$ cat config.mk
export PLATFORM = sky130hd
export DESIGN_NAME = msk_sbox_sched
export DESIGN_NICKNAME = d
export VERILOG_FILES = /design/src/rtl/msk_sbox_sched.sv
export SDC_FILE = /design/constraint.sdc
export NUM_CORES = 1
export LEC_CHECK = 0
export ABC_AREA = 1
export CAP_MARGIN = 15
export CORE_MARGIN = 2
export CORE_UTILIZATION = 25
export CTS_BUF_LIST = sky130_fd_sc_hd__clkbuf_2
export DETAILED_ROUTE_END_ITERATION = 10
export PLACE_DENSITY = 0.55
export SYNTH_ARGS = -nofsm -noshare
export SYNTH_HDL_FRONTEND = slang
export SYNTH_SLANG_ARGS = --single-unit
$ cat constraint.sdc
create_clock -name clk -period 2.9 [get_ports clk]
set_input_delay 0.87 -clock clk [delete_from_list [all_inputs] [get_ports clk]]
set_output_delay 0.87 -clock clk [all_outputs]
set_load 0.03 [all_outputs]
$ cat src/rtl/msk_sbox_sched.sv
`timescale 1ns / 1ps
`default_nettype none
// ============================================================================
// Module   : msk_sbox_sched
// Purpose  : Time-multiplexes one shared masked S-box pipeline (HPC3 gadgets,
//            fixed latency LAT, no enable, no reset) across the bytes of a
//            d-share masked word. One byte is issued per cycle, and only when
//            fresh PRNG randomness is offered. In-flight bytes are tracked by
//            tag, and the results are reassembled into a masked output word.
//            Shares are only wired and registered; they are never recombined.
// Options  : define MSK_SCHED_ZEROIZE_EN to zero sbox_in on non-issue cycles,
//            clear the word register when the last byte issues, and clear
//            out_data on the HOLD->IDLE transition.
// Revision : 1.0 - initial release
// ============================================================================
module msk_sbox_sched #(
  parameter int D      = 2,  // number of shares
  parameter int NBYTES = 4,  // bytes per word (>= 2)
  parameter int LAT    = 4   // S-box pipeline latency in cycles (>= 1)
) (
  input  logic                    clk,
  input  logic                    syn_rst,
  input  logic                    in_valid,
  output logic                    in_ready,
  input  logic [8*D*NBYTES-1:0]   in_data,
  input  logic                    rnd_valid,
  output logic                    rnd_ready,
  output logic [8*D-1:0]          sbox_in,
  output logic                    sbox_issue,
  input  logic [8*D-1:0]          sbox_out,
  output logic                    out_valid,
  input  logic                    out_ready,
  output logic [8*D*NBYTES-1:0]   out_data
);

  localparam int CW = (NBYTES > 1) ? $clog2(NBYTES) : 1;
  localparam int BW = 8 * D;
  localparam int WW = BW * NBYTES;

  localparam logic [CW-1:0] LAST_IDX = CW'(NBYTES - 1);

  localparam logic [1:0] S_IDLE  = 2'd0;
  localparam logic [1:0] S_ISSUE = 2'd1;
  localparam logic [1:0] S_DRAIN = 2'd2;
  localparam logic [1:0] S_HOLD  = 2'd3;

  logic [1:0]       state_q, state_d;
  logic [CW-1:0]    cnt_q, cnt_d;
  logic [WW-1:0]    word_q, word_d;
  logic [LAT-1:0]   vld_q, vld_d;
  logic [LAT*CW-1:0] idx_q, idx_d;
  logic [WW-1:0]    out_data_q, out_data_d;

  logic             w_issue;
  logic             w_in_fire;
  logic [LAT-1:0]   w_vld_shift;
  logic [LAT*CW-1:0] w_idx_shift;
  logic             w_tail_vld;
  logic [CW-1:0]    w_tail_idx;

  // Tag pipeline: stage 0 takes {issue, cnt} every cycle, the tail marks
  // which output slice the S-box result belongs to.
  if (LAT == 1) begin : g_pipe_single
    assign w_vld_shift = w_issue;
    assign w_idx_shift = cnt_q;
  end else begin : g_pipe_multi
    assign w_vld_shift = {vld_q[LAT-2:0], w_issue};
    assign w_idx_shift = {idx_q[(LAT-1)*CW-1:0], cnt_q};
  end

  assign w_tail_vld = vld_q[LAT-1];
  assign w_tail_idx = idx_q[(LAT-1)*CW +: CW];
  assign w_in_fire  = in_valid & in_ready;

  // State register.
  always_ff @(posedge clk) begin
    if (syn_rst) begin
      state_q <= S_IDLE;
    end else begin
      state_q <= state_d;
    end
  end

  // Next-state logic. DRAIN looks at the next tag-pipe value, so HOLD starts
  // in the cycle right after the last byte has been captured.
  always_comb begin
    state_d = state_q;
    case (state_q)
      S_IDLE: begin
        if (w_in_fire) state_d = S_ISSUE;
      end
      S_ISSUE: begin
        if (w_issue && (cnt_q == LAST_IDX)) state_d = S_DRAIN;
      end
      S_DRAIN: begin
        if (w_vld_shift == '0) state_d = S_HOLD;
      end
      S_HOLD: begin
        if (out_ready) state_d = w_in_fire ? S_ISSUE : S_IDLE;
      end
      default: state_d = S_IDLE;
    endcase
  end

  // FSM outputs: handshake strobes and the issue strobe.
  always_comb begin
    in_ready  = 1'b0;
    out_valid = 1'b0;
    w_issue   = 1'b0;
    case (state_q)
      S_IDLE:  in_ready = 1'b1;
      S_ISSUE: w_issue  = rnd_valid;
      S_HOLD: begin
        out_valid = 1'b1;
        in_ready  = out_ready;
      end
      default: ;
    endcase
  end

  assign rnd_ready  = w_issue;
  assign sbox_issue = w_issue;
  assign out_data   = out_data_q;

  // Byte mux towards the S-box.
  always_comb begin
`ifdef MSK_SCHED_ZEROIZE_EN
    sbox_in = w_issue ? word_q[BW*cnt_q +: BW] : '0;
`else
    sbox_in = word_q[BW*cnt_q +: BW];
`endif
  end

  // Datapath next state: word load, byte counter, tag shift and result capture.
  always_comb begin
    word_d     = word_q;
    cnt_d      = cnt_q;
    out_data_d = out_data_q;
    vld_d      = w_vld_shift;
    idx_d      = w_idx_shift;

    if (w_in_fire) begin
      word_d = in_data;
      cnt_d  = '0;
    end

    // The counter returns to 0 after the last byte so it never leaves the
    // range 0..NBYTES-1.
    if (w_issue) begin
      if (cnt_q == LAST_IDX) begin
        cnt_d = '0;
`ifdef MSK_SCHED_ZEROIZE_EN
        word_d = '0;
`endif
      end else begin
        cnt_d = cnt_q + 1'b1;
      end
    end

    // Results land in the slice named by their tag, not by arrival order.
    if (w_tail_vld) begin
      out_data_d[BW*w_tail_idx +: BW] = sbox_out;
    end

`ifdef MSK_SCHED_ZEROIZE_EN
    if ((state_q == S_HOLD) && out_ready && !w_in_fire) begin
      out_data_d = '0;
    end
`endif
  end

  // Datapath registers. Clearing the tag pipe on reset makes any S-box
  // results still in flight be ignored.
  always_ff @(posedge clk) begin
    if (syn_rst) begin
      word_q     <= '0;
      cnt_q      <= '0;
      vld_q      <= '0;
      idx_q      <= '0;
      out_data_q <= '0;
    end else begin
      word_q     <= word_d;
      cnt_q      <= cnt_d;
      vld_q      <= vld_d;
      idx_q      <= idx_d;
      out_data_q <= out_data_d;
    end
  end

endmodule
`default_nettype wire

==> results of run 1 <==
==> tightest hold or removal path: stages (launching register included) <==
cell     delay [ns]
dfxtp_1        0.34
inv_1          0.04
nor2_1         0.03
==> routing by layer <==
layer,up-vias,global-route usage
li1,2902,-
met1,2648,0.203
met2,185,0.256
met3,9,0.0379
met4,0,0.0328
met5,-,0
==> flip-flops by register name, indices dropped and copies added, names as in the netlist <==
signal,count
idx_q,8
cnt_q,2
state_q,2
vld_q,4
out_data,64
word_q,64
==> area by class of cell <==
cell class,instances,area [um2],share of cell area
flip-flops and latches,144,2890,0.360
clock buffers,17,85.1,0.0106
multi-input cells,541,2530,0.316
well taps,285,357,0.0445
repair buffers,192,1850,0.231
inverters,41,154,0.0192
clock inverters,15,146,0.0183
==> placed cells by master (no fill, tap or decap) <==
| cell | count |
|---|---|
| nand2_1 | 211 |
| clkdlybuf4s50_1 | 146 |
| dfxtp_1 | 141 |
| a21oi_1 | 130 |
| nand3_1 | 66 |
| nor2_1 | 48 |
| inv_1 | 40 |
| o21ai_0 | 35 |
| buf_4 | 25 |
| nand4_1 | 19 |
| clkbuf_2 | 17 |
| o22ai_1 | 15 |
| buf_2 | 12 |
| ha_1 | 9 |
| inv_6 | 7 |
| buf_12 | 5 |
| buf_6 | 3 |
| clkinvlp_4 | 2 |
| inv_8 | 2 |
| dfxtp_2 | 2 |
| a21oi_4 | 1 |
| o22ai_2 | 1 |
| nand2_2 | 1 |
| nor3_2 | 1 |
| or3_1 | 1 |
| inv_2 | 1 |
| nor2_2 | 1 |
| o31ai_1 | 1 |
| ha_2 | 1 |
| clkinv_4 | 1 |
| clkinv_2 | 1 |
| bufinv_16 | 1 |
| clkinv_1 | 1 |
| dlygate4sd2_1 | 1 |
| dfxtp_4 | 1 |
==> power by group through the flow <==
stage	logic [mW]	registers (mW)	clock network, mW
2_1_floorplan	1.38	2.34	0
3_3_place_gp	2.15	2.39	0
3_5_place_dp	2.15	2.39	0
4_1_cts	2.13	2.35	1.21
5_1_grt	2.32	2.38	1.30
6_report	2.10	2.35	1.16
==> path summary, 6_finish.rpt <==
path,slack (ns),cells after the start,endpoint
setup / recovery,0.17,5,sbox_in[6]
hold / removal,0.39,2,idx_q[5]$_SDFF_PP0_
setup reg to reg,0.89,7,out_data[33]$_SDFFE_PP0P_
hold reg to reg,0.39,2,idx_q[5]$_SDFF_PP0_
==> through the flow <==
stage / cell area [um2] / setup TNS (ns) / setup WS [ns] / utilization
global route: 8020 / 0 / 0.00421 / 0.353
global placement: 7820 / 0 / 0.223 / 0.344
detailed placement: 7820 / 0 / 0.215 / 0.344
floorplan: 5790 / 0 / 0.445 / -
CTS: 8050 / -0.0103 / -0.0103 / 0.354
finish: 8020 / 0 / 0.170 / 0.353
==> kinds of logic after synthesis <==
family / after synthesis / share of synthesized area
AOI/OAI and AO/OA: 183 / 0.162
adders and majority gates: 10 / 0.0216
buffers and inverters: 100 / 0.0691
DFF: 144 / 0.498
and+or+nand+nor: 348 / 0.250
==> results.json, run 1 <==
{
  "max_freq_mhz": 366,
  "via_count": 5744,
  "gr-usage-all-layers": 0.154,
  "synth_most_common_cell": "nand2_1",
  "cts.clk_slew.worst_paths_ns": 0.23,
  "post-dp-hpwl_mm": 13.4,
  "cp.required_ns": 2.03,
  "core-area_um2": 22700,
  "path_class": "register to output pin",
  "maxSlewHeadroom": 0.567,
  "hp-start": "idx_q[3]$_SDFF_PP0_",
  "n_fill_cell": 2455,
  "wl_per_cell_um": 15.4,
  "critical_path_peak_fanout": 9,
  "num_antenna_cells": 0,
  "synthTopCellsByArea": "dfxtp_1 50%, nand2_1 14%, a21oi_1 11%, nand3_1 5.7%, nor2_1 3.1%",
  "worstSetupStartpointType": "register",
  "ctsResizeCount": 55,
  "area_growth_pct": 38.4,
  "start_util": 0.255,
  "clock_latency_ns": 0.69,
  "crit_arrival_ns": 1.86,
  "crit_chain": "inv_1 > buf_4 > o21ai_0 > o22ai_1 > buf_4",
  "crit_buf_inv": 3,
  "crit_path_end_kind": "output pin",
  "p_sw_mw": 2.32,
  "slew_violations": 0,
  "dr.pass1.iters": 4,
  "postRouteAntennaNets": 0,
  "cts_made_buffers": 17,
  "switching_share": 0.412,
  "postCtsSetupRepairBufs": 0,
  "crit_family": "buffers and inverters",
  "synth_warnings": 0,
  "drc": 0,
  "wl_met1_mm": 8.72,
  "ys_seq_elements": 144,
  "fin_crit_ns": 2.73,
  "peakVddDrop_uv": 1570,
  "route.met3.wl_mm": 1.12,
  "ctsHoldBuffers": 0,
  "rr_startpoint": "idx_q[6]$_SDFF_PP0_",
  "syn-cell-area_um2": 5790,
  "grt_pass1_vias": 5388,
  "pwr_density_cell_nw_per_um2": 700,
  "seqPwrFrac": 0.419,
  "first_iter_violations": 274,
  "cts_max_path_buffers": 2,
  "dieHeight_um": 156,
  "p_leak_nw": 2.99,
  "yosysTopAreaCell": "dfxtp_1",
  "internal-power_mw": 3.30,
  "synth_cell_types": 20,
  "pwr-share-comb": 0.374,
  "final_hold_viol_count": 0,
  "clockPowerShare": 0.206,
  "max-cap-violations": 0,
  "fin_cells": 1235,
  "num_rows": 55,
  "postSynthAreaPerCell_um2": 7.38,
  "highest_layer": "met4",
  "cp_slowest_cell": "dfxtp_2",
  "placed_cells": 1203,
  "synth_edf_count": 0,
  "rsz0062_at_grt": "false",
  "wl_met2_mm": 9.02,
  "drive_gt1_frac": 0.0905,
  "synth-main-ff-cell": "dfxtp_1",
  "overflow": 0,
  "yosysTopAreaCellShare": 0.498,
  "htreeDepth": 4,
  "die_area_um2": 24400,
  "seq_area_frac_synth": 0.498,
  "async_flop_share": 0,
  "hold_ws_ns": 0.395,
  "cts.sinks": 144,
  "cts_tree": "yes",
  "vias_per_cell": 4.65,
  "antenna_found_initial": 0,
  "grt_max_degree": 66,
  "setup-violations-final": 0,
  "critical-path-max-stage-delay_ns": 0.43,
  "min_path_type": "register to register",
  "worstMarginPinSlew_ns": 0.649,
  "cts_root_buf": "clkbuf_2",
  "synthCells": 785,
  "io_pins": 169,
  "power.total_mw": 5.62,
  "synthTopCellsByCount": "212 x nand2_1, 144 x dfxtp_1, 131 x a21oi_1",
  "fin_skew_ns": 0.0320,
  "period_share": 0.941,
  "routabilityCongestion": 0.769,
  "path_common_cell": "buf_4",
  "routed_wl_mm": 19.0,
  "syn-num-nets": 880,
  "startpoint": "cnt_q[1]$_SDFFE_PP0P_",
  "grt_pass1_wl_mm": 29.1,
  "finalNetCount": 1032,
  "numPortBuffers": 168,
  "die_width_um": 156,
  "status": "complete, no violations"
}
Note: power is estimated with default switching activity, not from simulation.
==> inputs of run 2 (changes only) <==
==> constraint.sdc (replaced) <==
create_clock -name clk -period 2.71 [get_ports clk]
set_input_delay 0.813 -clock clk [delete_from_list [all_inputs] [get_ports clk]]
set_output_delay 0.813 -clock clk [all_outputs]
set_load 0.02 [all_outputs]
==> results.json, run 2 (synthesis results as in run 1) <==
{
  "io_pins": 169,
  "num_rows": 55,
  "cts_tree": "yes",
  "p_leak_nw": 3.09,
  "max_freq_mhz": 384,
  "cp.required_ns": 1.90,
  "cts.sinks": 144,
  "internal-power_mw": 3.77,
  "cts_root_buf": "clkbuf_2",
  "seqPwrFrac": 0.409,
  "overflow": 0,
  "path_class": "register to output pin",
  "area_growth_pct": 42.6,
  "wl_met1_mm": 8.56,
  "route.met3.wl_mm": 1.39,
  "slew_violations": 0,
  "tns_ns": 0,
  "hold_ws_ns": 0.394,
  "finalNetCount": 1039,
  "worstSetupStartpointType": "register",
  "dieHeight_um": 156,
  "place_ws_ns": -0.259,
  "drc": 0,
  "num_antenna_cells": 0,
  "wl_met2_mm": 8.72,
  "maxSlewHeadroom": 0.567,
  "die_area_um2": 24400,
  "clock_latency_ns": 0.70,
  "routabilityCongestion": 0.750,
  "min_path_type": "register to register",
  "status": "complete, no violations",
  "power.total_mw": 6.15,
  "drive_gt1_frac": 0.118,
  "antenna_found_initial": 0,
  "max-cap-violations": 0,
  "cts_made_buffers": 17,
  "critical_path_peak_fanout": 18,
  "peakVddDrop_uv": 1390,
  "highest_layer": "met4",
  "routed_wl_mm": 18.8,
  "setup-violations-final": 0,
  "p_sw_mw": 2.38,
  "final_cell_mix": "211 x nand2_1, 146 x clkdlybuf4s50_1, 140 x dfxtp_1, 130 x a21oi_1, 66 x nand3_1",
  "ctsHoldBuffers": 0,
  "start_util": 0.255,
  "postRouteAntennaNets": 0,
  "rsz0062_at_grt": "true",
  "fin_crit_ns": 2.60,
  "crit_arrival_ns": 1.79,
  "vias_per_cell": 4.64,
  "first_iter_violations": 281,
  "numPortBuffers": 168,
  "clockPowerShare": 0.226,
  "switching_share": 0.388,
  "period_share": 0.960,
  "grt_pass1_wl_mm": 28.8,
  "cts.clk_slew.worst_paths_ns": 0.20,
  "wl_per_cell_um": 15.2,
  "core-area_um2": 22700,
  "reg2reg_slack_ns": 0.58,
  "final_hold_viol_count": 0,
  "via_count": 5762,
  "dr.pass1.iters": 4,
  "setup_ws_ns": 0.108,
  "pwr-share-comb": 0.365,
  "post-dp-hpwl_mm": 13.1,
  "die_width_um": 156,
  "gr-usage-all-layers": 0.151,
  "fin_skew_ns": 0.0368,
  "grt_pass1_vias": 5374,
  "htreeDepth": 4,
  "cts_max_path_buffers": 2,
  "crit_path_end_kind": "output pin",
  "final_common_cell": "nand2_1",
  "pwr_density_cell_nw_per_um2": 744,
  "worstMarginPinSlew_ns": 0.649,
  "grt_max_degree": 66
}
==> run 2: cell types whose count changed in the layout (fill, tap and decap cells not counted), moves of 4 or more <==
cell and delta:
buf_4 +6, buf_6 +5, inv_1 -4, o21ai_2 +5
o22ai_2 +6, o21ai_0 -16, o21ai_1 +11, o22ai_1 -6
buf_2 -6
==> run 2: final timing paths <==
check | from | to | cells past startpoint
max | cnt_q[0]$_SDFFE_PP0P_ | sbox_in[12] | 4
min | idx_q[4]$_SDFF_PP0_ | idx_q[6]$_SDFF_PP0_ | 2
max reg2reg | state_q[0]$_SDFFE_PP0P_ | word_q[61]$_SDFFE_PP0P_ | 8
min reg2reg | idx_q[4]$_SDFF_PP0_ | idx_q[6]$_SDFF_PP0_ | 2
==> run 2: area by class of cell <==
cell class,count,area (um2)
fillers,2407,14400
well taps,285,357
multi-input cells,541,2610
inverters,41,161
clock inverters,13,174
flip-flops and latches,144,2900
repair buffers,199,1970
clock buffers,19,95.1
==> run 2: critical path: stages, from the launching register on <==
cell     delay [ns]
dfxtp_4        0.42
buf_12         0.15
o21ai_0        0.24
o22ai_2        0.16
buf_6          0.15
==> run 2: timing repair <==
item,4_1_cts,5_1_grt
endpoints found under the hold margin,0,0
cloned,1,2
gates resized for setup,104,50
setup buffers,1,0
pin swaps,1,6
setup endpoints to repair,20,18
==> run 2: power groups by stage <==
stage | Combinational, mW | Sequential, mW | Clock [mW]
floorplan | 1.39 | 2.51 | 0
global placement | 2.17 | 2.54 | 0
detailed placement | 2.16 | 2.54 | 0
CTS | 2.11 | 2.50 | 1.45
global route | 2.49 | 2.55 | 1.53
finish | 2.24 | 2.52 | 1.39
==> run 2: metal layers <==
layer  track usage  up-vias
li1              -     2913
met1         0.202     2649
met2         0.241      188
met3        0.0410       12
met4        0.0354        0
met5             0        -
==> run 2: per-stage QoR <==
stage               instances  utilization  cell area (um2)
floorplan                 785            -             5790
global placement         1206        0.345             7830
detailed placement       1206        0.345             7830
CTS                      1240        0.356             8090
global route             1242        0.364             8260
finish                   1242        0.364             8260
